**config.mk**
```make
export PLATFORM = sky130hd
export DESIGN_NAME = alu_scoreboard
export DESIGN_NICKNAME = d
export VERILOG_FILES = /design/src/rtl/alu_pkg.sv /design/src/rtl/alu_ref_model.sv /design/src/rtl/alu_scoreboard.sv
export SDC_FILE = /design/constraint.sdc
export NUM_CORES = 1
export LEC_CHECK = 0
export BUFFER_PORTS_ARGS = -buffer_cell sky130_fd_sc_hd__buf_2
export CAP_MARGIN = 20
export CORE_ASPECT_RATIO = 1.2
export CORE_MARGIN = 4
export CORE_UTILIZATION = 30
export DETAILED_ROUTE_END_ITERATION = 10
export SLEW_MARGIN = 15
export SYNTH_ARGS = -nofsm -noshare
export SYNTH_HDL_FRONTEND = slang
export SYNTH_SLANG_ARGS = --single-unit
export TNS_END_PERCENT = 5
```
**constraint.sdc**
```tcl
create_clock -name clk -period 2.7 [get_ports clk]
set_input_delay 0.135 -clock clk [delete_from_list [all_inputs] [get_ports clk]]
set_output_delay 0.135 -clock clk [all_outputs]
set_load 0.01 [all_outputs]
```
**src/rtl/alu_pkg.sv**
```systemverilog
// Shared constants for the 4-bit ALU and its scoreboard: opcodes, widths and checker states.
// With ALU_SB_STOP_ON_FAIL_EN defined the checker gains a HALT state entered on the first mismatch.
package alu_pkg;

  localparam int ALU_W_IN  = 4;
  localparam int ALU_W_OUT = 8;
  localparam int SB_ERR_W  = 8;
  localparam int SB_CHK_W  = 16;

  localparam logic [2:0] OP_ADD  = 3'b000;
  localparam logic [2:0] OP_SUB  = 3'b001;
  localparam logic [2:0] OP_INC  = 3'b010;
  localparam logic [2:0] OP_DEC  = 3'b011;
  localparam logic [2:0] OP_CMP  = 3'b100;
  localparam logic [2:0] OP_UP   = 3'b101;
  localparam logic [2:0] OP_DOWN = 3'b110;
  localparam logic [2:0] OP_DBL  = 3'b111;

`ifdef ALU_SB_STOP_ON_FAIL_EN
  typedef enum logic [1:0] {
    SB_IDLE = 2'd0,
    SB_RUN  = 2'd1,
    SB_HALT = 2'd2
  } sb_state_t;
`else
  typedef enum logic [1:0] {
    SB_IDLE = 2'd0,
    SB_RUN  = 2'd1
  } sb_state_t;
`endif

endpackage

```
**src/rtl/alu_ref_model.sv**
```systemverilog
// Cycle-accurate shadow of the 4-bit ALU: exp updates on the same edge as the ALU's registered out.
// Reusable by any checker that needs the golden ALU result.
module alu_ref_model import alu_pkg::*; #(
  parameter int W_IN  = ALU_W_IN,
  parameter int W_OUT = ALU_W_OUT
) (
  input  logic             clk,
  input  logic             rst,
  input  logic [W_IN-1:0]  in1,
  input  logic [W_IN-1:0]  in2,
  input  logic [2:0]       s,
  input  logic             ld,
  output logic [W_OUT-1:0] exp
);

  logic [W_OUT-1:0] exp_nxt;
  logic [W_IN-1:0]  c;
  logic [W_IN-1:0]  c_up;
  logic [W_IN-1:0]  c_dn;
  logic [W_IN-1:0]  diff;
  logic [W_IN-1:0]  dec;

  assign c    = exp[W_IN-1:0];
  assign c_up = c + W_IN'(1);
  assign c_dn = c - W_IN'(1);
  assign diff = in1 - in2;
  assign dec  = in1 - W_IN'(1);

  // Counter modes wrap c and flag the terminal value in the bit just above it
  always_comb begin
    exp_nxt = exp;
    if (ld) begin
      case (s)
        OP_ADD:  exp_nxt = W_OUT'(in1) + W_OUT'(in2);
        OP_SUB:  exp_nxt = W_OUT'(diff);
        OP_INC:  exp_nxt = W_OUT'(in1) + W_OUT'(1);
        OP_DEC:  exp_nxt = W_OUT'(dec);
        OP_CMP:  exp_nxt = W_OUT'({in1 > in2, in1 < in2, in1 == in2});
        OP_UP,
        OP_DOWN: exp_nxt = W_OUT'(in1);
        default: exp_nxt = W_OUT'({in1, 1'b0});
      endcase
    end else begin
      case (s)
        OP_UP:   exp_nxt = W_OUT'({c_up == '1, c_up});
        OP_DOWN: exp_nxt = W_OUT'({c_dn == '0, c_dn});
        default: exp_nxt = exp;
      endcase
    end
  end

  always_ff @(posedge clk) begin
    if (rst) exp <= '0;
    else     exp <= exp_nxt;
  end

endmodule

```
**src/rtl/alu_scoreboard.sv**
```systemverilog
// Passive ALU checker: compares the shadow model against the ALU's registered out and logs failures.
// Define ALU_SB_STOP_ON_FAIL_EN to freeze the counters in a HALT state after the first mismatch.
module alu_scoreboard import alu_pkg::*; #(
  parameter int W_IN  = ALU_W_IN,
  parameter int W_OUT = ALU_W_OUT,
  parameter int ERR_W = SB_ERR_W,
  parameter int CHK_W = SB_CHK_W
) (
  input  logic             clk,
  input  logic             rst,
  input  logic             en,
  input  logic [W_IN-1:0]  in1,
  input  logic [W_IN-1:0]  in2,
  input  logic [2:0]       s,
  input  logic             ld,
  input  logic [W_OUT-1:0] out,
  output logic [W_OUT-1:0] exp,
  output logic [CHK_W-1:0] chk_cnt,
  output logic [ERR_W-1:0] err_cnt,
  output logic             fail,
  output logic [W_OUT-1:0] ff_exp,
  output logic [W_OUT-1:0] ff_got,
  output logic [2:0]       ff_op,
  output logic             busy
);

  sb_state_t  state;
  sb_state_t  state_nxt;
  logic       vld;
  logic [2:0] s_q;
  logic       do_cmp;
  logic       mismatch;

  alu_ref_model #(
    .W_IN  (W_IN),
    .W_OUT (W_OUT)
  ) u_ref (
    .clk (clk),
    .rst (rst),
    .in1 (in1),
    .in2 (in2),
    .s   (s),
    .ld  (ld),
    .exp (exp)
  );

  // Both exp and out are registered, so the compare needs no extra alignment stage
  assign do_cmp   = (state == SB_RUN) && vld;
  assign mismatch = do_cmp && (exp != out);

  always_ff @(posedge clk) begin
    if (rst) state <= SB_IDLE;
    else     state <= state_nxt;
  end

  always_comb begin
    state_nxt = state;
    busy      = 1'b0;
    case (state)
      SB_IDLE: if (en) state_nxt = SB_RUN;
      SB_RUN: begin
        busy = 1'b1;
        if (!en) state_nxt = SB_IDLE;
`ifdef ALU_SB_STOP_ON_FAIL_EN
        if (mismatch) state_nxt = SB_HALT;
`endif
      end
`ifdef ALU_SB_STOP_ON_FAIL_EN
      SB_HALT: state_nxt = SB_HALT;
`endif
      default: state_nxt = SB_IDLE;
    endcase
  end

  // s_q is the opcode that produced the exp currently under comparison
  always_ff @(posedge clk) begin
    if (rst) begin
      vld     <= 1'b0;
      s_q     <= '0;
      chk_cnt <= '0;
      err_cnt <= '0;
      fail    <= 1'b0;
      ff_exp  <= '0;
      ff_got  <= '0;
      ff_op   <= '0;
    end else begin
      vld <= 1'b1;
      s_q <= s;
      if (do_cmp && (chk_cnt != '1)) chk_cnt <= chk_cnt + CHK_W'(1);
      if (mismatch) begin
        if (err_cnt != '1) err_cnt <= err_cnt + ERR_W'(1);
        if (!fail) begin
          fail   <= 1'b1;
          ff_exp <= exp;
          ff_got <= out;
          ff_op  <= s_q;
        end
      end
    end
  end

endmodule

```
==> flow_metrics.env, run 1 <==
export IMPL_status="finished, final reports clean"
export IMPL_cts_resized_gates=0
export IMPL_p_sw_share_pct=27.17
export IMPL_synth_async_sr_flop_share_pct=0
export IMPL_number_of_endpoints_failing_setup_at_the_final_stage=0
export IMPL_clock_latency_of_the_later_clocked_register_in_the_worst_skew_pair_ns=0.29
export IMPL_post_cts_repair_setup_buffers=0
export IMPL_fraction_of_the_yosys_area_taken_by_sequential_cells_pct=33.29
export IMPL_yosys_area_top_type="sky130_fd_sc_hd__dfxtp_1"
export IMPL_routed_wl_um=7587
export IMPL_drv_cap=0
export IMPL_layout_worst_path_cycle_share_pct=75.31
export IMPL_crit_path_cell_trace="xor2_1 > nor4_4 > a211oi_4 > buf_12 > mux2i_1 > nor2_1"
export IMPL_p_int_mw=1.235
export IMPL_synth_simple_gate_area_share_pct=25.79
export IMPL_post_drt_wl_per_cell_um=13.84
export IMPL_fp_dieH_um=118.8
export IMPL_clock_power_share_pct=36.1
export IMPL_route_vias_total=2742
export IMPL_share_of_post_route_cells_with_drive_strength_above_1_pct=21.09
export IMPL_cpLargestDelayFamily="flip-flops"
export IMPL_num_antenna_cells=0
export IMPL_post_synth_num_cell_types=56
export IMPL_worst_ep_arrival_time_ns=2.20
export IMPL_grt_pass1_wl_um=12650
export IMPL_worst_setup_path_startpoint="u_ref.exp[2]"
export IMPL_power_sequential_fraction_pct=46.9
export IMPL_synth_common_cells="sky130_fd_sc_hd__nor2_1, sky130_fd_sc_hd__dfxtp_1, sky130_fd_sc_hd__inv_1, sky130_fd_sc_hd__mux2i_1, sky130_fd_sc_hd__nand2_1"
export IMPL_area_sequential_mm2=0.001021
export IMPL_cts_buffers=5
export IMPL_synth_warning_count=0
export IMPL_dominant_combinational_cell_family_by_area_after_synthesis="simple AND/OR/NAND/NOR gates"
export IMPL_drt_met1_wl_um=3427
export IMPL_critPathCaptureType="flop"
export IMPL_crit_path_top_delay_cell="sky130_fd_sc_hd__dfxtp_1"
export IMPL_fmax_ghz=0.4918
export IMPL_horizontal_extent_of_the_die_um=100.3
export IMPL_clock_path_buffers=2
export IMPL_netlist_top_cells_area="sky130_fd_sc_hd__dfxtp_1, sky130_fd_sc_hd__nor2_1, sky130_fd_sc_hd__ha_1"
export IMPL_avgViaCountPerCell=5.004
export IMPL_cts_hold_buffers_added=0
export IMPL_setup_tns_final_ns=0
export IMPL_cts_tree="done"
export IMPL_final_critical_delay_including_setup_and_external_delays_ns=2.033
export IMPL_core_region_area_mm2=0.01001
export IMPL_cp_data_required_time_ns=2.87
export IMPL_nFillCells=1020
export IMPL_drt_iter0_drc=134
export IMPL_top_signal_layer_used="met4"
export IMPL_antenna_found_initial=0
export IMPL_rsz0062_at_grt="false"
export IMPL_timing_critical_path_from_type="flop"
export IMPL_final_hold_viol_count=0
export IMPL_global_route_usage_total_pct=12.73
export IMPL_worst_path_buf_inv=1
export IMPL_worstHoldStart="en"
export IMPL_critical_path_reg2reg_startpoint="u_ref.exp[2]"
export IMPL_synth_edff_count=0
export IMPL_synth_cells=358
export IMPL_area_growth_pct=18.93
export IMPL_io_buffers=69
export IMPL_initial_utilization_pct=30.64
export IMPL_yosys_area_share_adder_pct=7.426
export IMPL_worst_setup_path_type="flop to flop"
export IMPL_grt_pass1_vias=2633
export IMPL_dominant_cell_by_count_in_the_synthesized_netlist="sky130_fd_sc_hd__nor2_1"
export IMPL_timing_critical_path_fanout_max=11
export IMPL_met3_length_um=402
export IMPL_synth_xor_area_share_pct=7.140
export IMPL_pin_count=76
export IMPL_grt_start_max_net_pins=38
export IMPL_synth_top_flop_cell="sky130_fd_sc_hd__dfxtp_1"
export IMPL_netlist_area_mm2=0.003067
export IMPL_min_path_type="input pin to flop"
export IMPL_cell_rows=40
export IMPL_die_area_mm2=0.01191
export IMPL_muxShareOfSynthArea_pct=7.711
export IMPL_tightest_slew_ns=0.5380
export IMPL_slew_headroom_pct=64.02
export IMPL_final_stage_net_count=461
export IMPL_gr_total_overflow=0
export IMPL_drcViolationCount=0
export IMPL_vdd_drop_max_mv=0.2976
export IMPL_power_switching_mw=0.4605
export IMPL_timing_max_transition_violations_final=0
export IMPL_multiInputGateArea_mm2=0.001857
export IMPL_drt_pre_antenna_iters=4
export IMPL_htree_levels=2
export IMPL_finalWeightedCongestion=0.8725
export IMPL_comb_power_share_pct=17.0
export IMPL_power_leakage_nw=1.585
export IMPL_synth_largest_type_area_fraction_pct=33.29
export IMPL_syn_mean_instance_area_um2=8.566
export IMPL_synth_compound_gate_area_share_pct=11.75
export IMPL_cts_root_buf="sky130_fd_sc_hd__clkbuf_16"
export IMPL_met2RoutedLength_um=3674
export IMPL_utilization_pct=36.44
export IMPL_fin_skew_ns=0.007563
export IMPL_place_detailed_hpwl_um=5830
export IMPL_slowest_delay_ns=0.57
export IMPL_route_antenna_remaining_nets=0
export IMPL_power_density_mw_per_mm2=464.7
export IMPL_synth_seq_cells=51
export IMPL_cts_sinks=51
export IMPL_worst_setup_hold_path_clk_slew_ns=0.07
==> sequential cells by signal, indices dropped and copies added (netlist names) <==
| signal | count |
|---|---|
| chk_cnt | 16 |
| err_cnt | 8 |
| fail | 1 |
| ff_exp | 5 |
| ff_got | 8 |
| ff_op | 3 |
| s_q | 3 |
| state | 1 |
| u_ref.exp | 5 |
| vld | 1 |
==> area by class of cell <==
cell class                 count  share of cell area (%)
sequential                    51                   27.99
clock buffer                   6                   3.533
multi-input combinational    270                   50.91
timing repair buffer          75                   11.05
clock inverter                 2                  0.3431
tap                          126                   4.322
inverter                      18                   1.852
==> placed cells by master (no fill, tap or decap), drive strengths merged, types with 11 or more instances in the layout <==
cell type,n
ha,15
nor2,53
xnor2,14
nor2b,13
buf,75
dfxtp,51
o21ai,12
nand2,16
mux2i,18
xor2,11
a21oi,14
inv,18
==> through the flow <==
step	cell area [µm²]	power (mW)	std cells	hold WS (ns)	worst slack (ns)
after CTS	3647	1.723	548	0.07137	0.6240
after detailed placement	3506	1.102	540	0.3752	0.4935
after global placement	3506	1.100	540	0.3669	0.5384
after floorplan	3085	1.018	363	0.2632	0.5934
after global routing	3647	1.779	548	0.07631	0.4811
final	3647	1.695	548	0.06767	0.6665
==> layer usage <==
metal,vias to the layer above,global-route usage [%]
met5,-,0
met4,0,3.538
met3,7,2.007
met2,82,21.39
met1,1279,16.69
li1,1374,-
==> cells by family after synthesis <==
group,count (synthesis)
buffers and inverters,42
and+or+nand+nor,148
muxes,23
adders and majority gates,17
DFF,51
AOI/OAI and AO/OA,51
other,1
xor gates and xnor gates,25
==> final timing paths <==
kind	endpoint	slack [ns]	cells after the start
setup / recovery	ff_exp[4]	0.67	6
hold / removal	state[0]	0.07	2
setup reg to reg	ff_exp[4]	0.67	6
hold reg to reg	ff_op[2]	0.48	2
==> power groups by stage <==
stage | Clock, mW | Combinational, mW | Sequential (mW)
6_report | 0.611 | 0.288 | 0.796
5_1_grt | 0.656 | 0.324 | 0.800
4_1_cts | 0.637 | 0.291 | 0.796
3_5_place_dp | 0 | 0.289 | 0.814
3_3_place_gp | 0 | 0.287 | 0.814
2_1_floorplan | 0 | 0.207 | 0.811
Note: power is estimated with default switching activity, not from simulation.
==> inputs of run 2 (changes only) <==
clock period = 1.9 ns   (was 2.7 ns; I/O delays follow)
==> flow_metrics.env, run 2 (synthesized netlist as in run 1, its figures left out) <==
export IMPL_cts_tree="done"
export IMPL_cp_data_required_time_ns=2.07
export IMPL_final_hold_viol_count=0
export IMPL_vdd_drop_max_mv=0.3001
export IMPL_layout_worst_path_cycle_share_pct=92.01
export IMPL_post_layout_nonfiller_instances=560
export IMPL_number_of_endpoints_failing_setup_at_the_final_stage=0
export IMPL_max_reg_flops=16
export IMPL_fin_area_mm2=0.003761
export IMPL_place_detailed_hpwl_um=6120
export IMPL_crit_path_cell_trace="nand4_1 > or3_1 > nor4_1 > xnor2_1 > nor2_1"
export IMPL_utilization_pct=37.57
export IMPL_timing_max_transition_violations_final=0
export IMPL_htree_levels=2
export IMPL_grt_pass1_vias=2695
export IMPL_fmax_ghz=0.5720
export IMPL_num_antenna_cells=0
export IMPL_gr_total_overflow=0
export IMPL_crit_path_top_delay_cell="sky130_fd_sc_hd__or3_1"
export IMPL_route_vias_total=2788
export IMPL_power_leakage_nw=1.657
export IMPL_min_path_type="input pin to flop"
export IMPL_place_worst_setup_slack_ns=-0.08462
export IMPL_timing_critical_path_fanout_max=7
export IMPL_nFillCells=1035
export IMPL_clock_latency_of_the_later_clocked_register_in_the_worst_skew_pair_ns=0.29
export IMPL_fin_skew_ns=0.007059
export IMPL_layout_top_registers="chk_cnt x16, err_cnt x8, ff_got x8"
export IMPL_post_route_worst_setup_slack_ns=0.1517
export IMPL_fp_dieH_um=118.8
export IMPL_horizontal_extent_of_the_die_um=100.3
export IMPL_cell_rows=40
export IMPL_clock_path_buffers=2
export IMPL_grt_use_met1_pct=16.47
export IMPL_place_detailed_instances=554
export IMPL_finalHoldWorstSlack_ns=0.03274
export IMPL_cts_root_buf="sky130_fd_sc_hd__clkbuf_16"
export IMPL_final_critical_delay_including_setup_and_external_delays_ns=1.748
export IMPL_critPathCaptureType="flop"
export IMPL_slowest_delay_ns=0.45
export IMPL_post_cts_repair_setup_buffers=0
export IMPL_worst_setup_path_type="flop to flop"
export IMPL_worst_setup_hold_path_clk_slew_ns=0.07
export IMPL_drt_pre_antenna_iters=4
export IMPL_gr_usage_met2_pct=22.80
export IMPL_core_region_area_mm2=0.01001
export IMPL_avgViaCountPerCell=4.979
export IMPL_largest_register="chk_cnt"
export IMPL_grt_pass1_wl_um=12910
export IMPL_timing_critical_path_from_type="flop"
export IMPL_drt_iter0_drc=105
export IMPL_power_density_mw_per_mm2=641.5
export IMPL_worst_ep_arrival_time_ns=1.91
export IMPL_final_stage_net_count=475
export IMPL_share_of_post_route_cells_with_drive_strength_above_1_pct=23.96
export IMPL_finalWeightedCongestion=0.8300
export IMPL_die_area_mm2=0.01191
export IMPL_final_common_cell="sky130_fd_sc_hd__buf_2"
export IMPL_setup_tns_final_ns=0
export IMPL_io_buffers=69
export IMPL_post_dp_cell_area_mm2=0.003621
export IMPL_routed_wl_um=7822
export IMPL_cts_buffers=5
export IMPL_post_drt_wl_per_cell_um=13.97
export IMPL_overall_power_mw=2.413
export IMPL_pin_count=76
export IMPL_drcViolationCount=0
export IMPL_status="finished, final reports clean"
export IMPL_drv_cap=0
export IMPL_initial_utilization_pct=30.64
export IMPL_rsz0062_at_grt="false"
export IMPL_grt_busiest_layer="met2"
export IMPL_grt_start_max_net_pins=39
export IMPL_layout_cells_most_common_list="sky130_fd_sc_hd__buf_2, sky130_fd_sc_hd__nor2_1, sky130_fd_sc_hd__dfxtp_1, sky130_fd_sc_hd__buf_4"
export IMPL_global_route_usage_total_pct=13.14
export IMPL_cts_sinks=51
export IMPL_route_antenna_remaining_nets=0
export IMPL_cts_hold_buffers_added=0
export IMPL_antenna_found_initial=0
export IMPL_grt_util_met3_pct=2.361
export IMPL_area_growth_pct=22.64
-- run 2: what timing repair did --
item / in CTS / in global routing
resized for setup: 0 / 2
endpoints found under the hold margin: 0 / 0
endpoints found under the setup margin: 0 / 5
-- run 2: final timing paths --
path                    from     endpoint  cells after the start  slack [ns]
setup / recovery  chk_cnt[5]  chk_cnt[15]                      5        0.15
hold / removal            en     state[0]                      2        0.03
setup reg to reg  chk_cnt[5]  chk_cnt[15]                      5        0.15
hold reg to reg       s_q[2]     ff_op[2]                      2        0.47
-- run 2: cell type report --
cell class | count | area [µm²] | area share (%)
timing repair buffer | 89 | 508.0 | 13.51
inverter | 18 | 67.56 | 1.796
sequential | 51 | 1021 | 27.15
multi-input combinational | 270 | 1878 | 49.93
clock buffer | 6 | 128.9 | 3.426
tap | 126 | 157.7 | 4.192
-- run 2: routing by layer --
layer | part of all wire (%) | vias to the layer above
li1 | - | 1398
met1 | 45 | 1321
met2 | 49 | 63
met3 | 5.1 | 6
met4 | 0.87 | 0
met5 | 0 | -
-- run 2: worst max-delay path, delay by kind of cell (launching register included) --
kind             cells  cell delay [ns]
XOR/XNOR             1             0.17
flip-flops           1             0.42
AND/OR/NAND/NOR      4             1.04
-- run 2: power by group --
part | internal [mW] | switching [mW] | leakage (nW)
logic | 0.193 | 0.259 | 1.18
clock network | 0.475 | 0.365 | 0.0628
registers | 1.10 | 0.0225 | 0.415
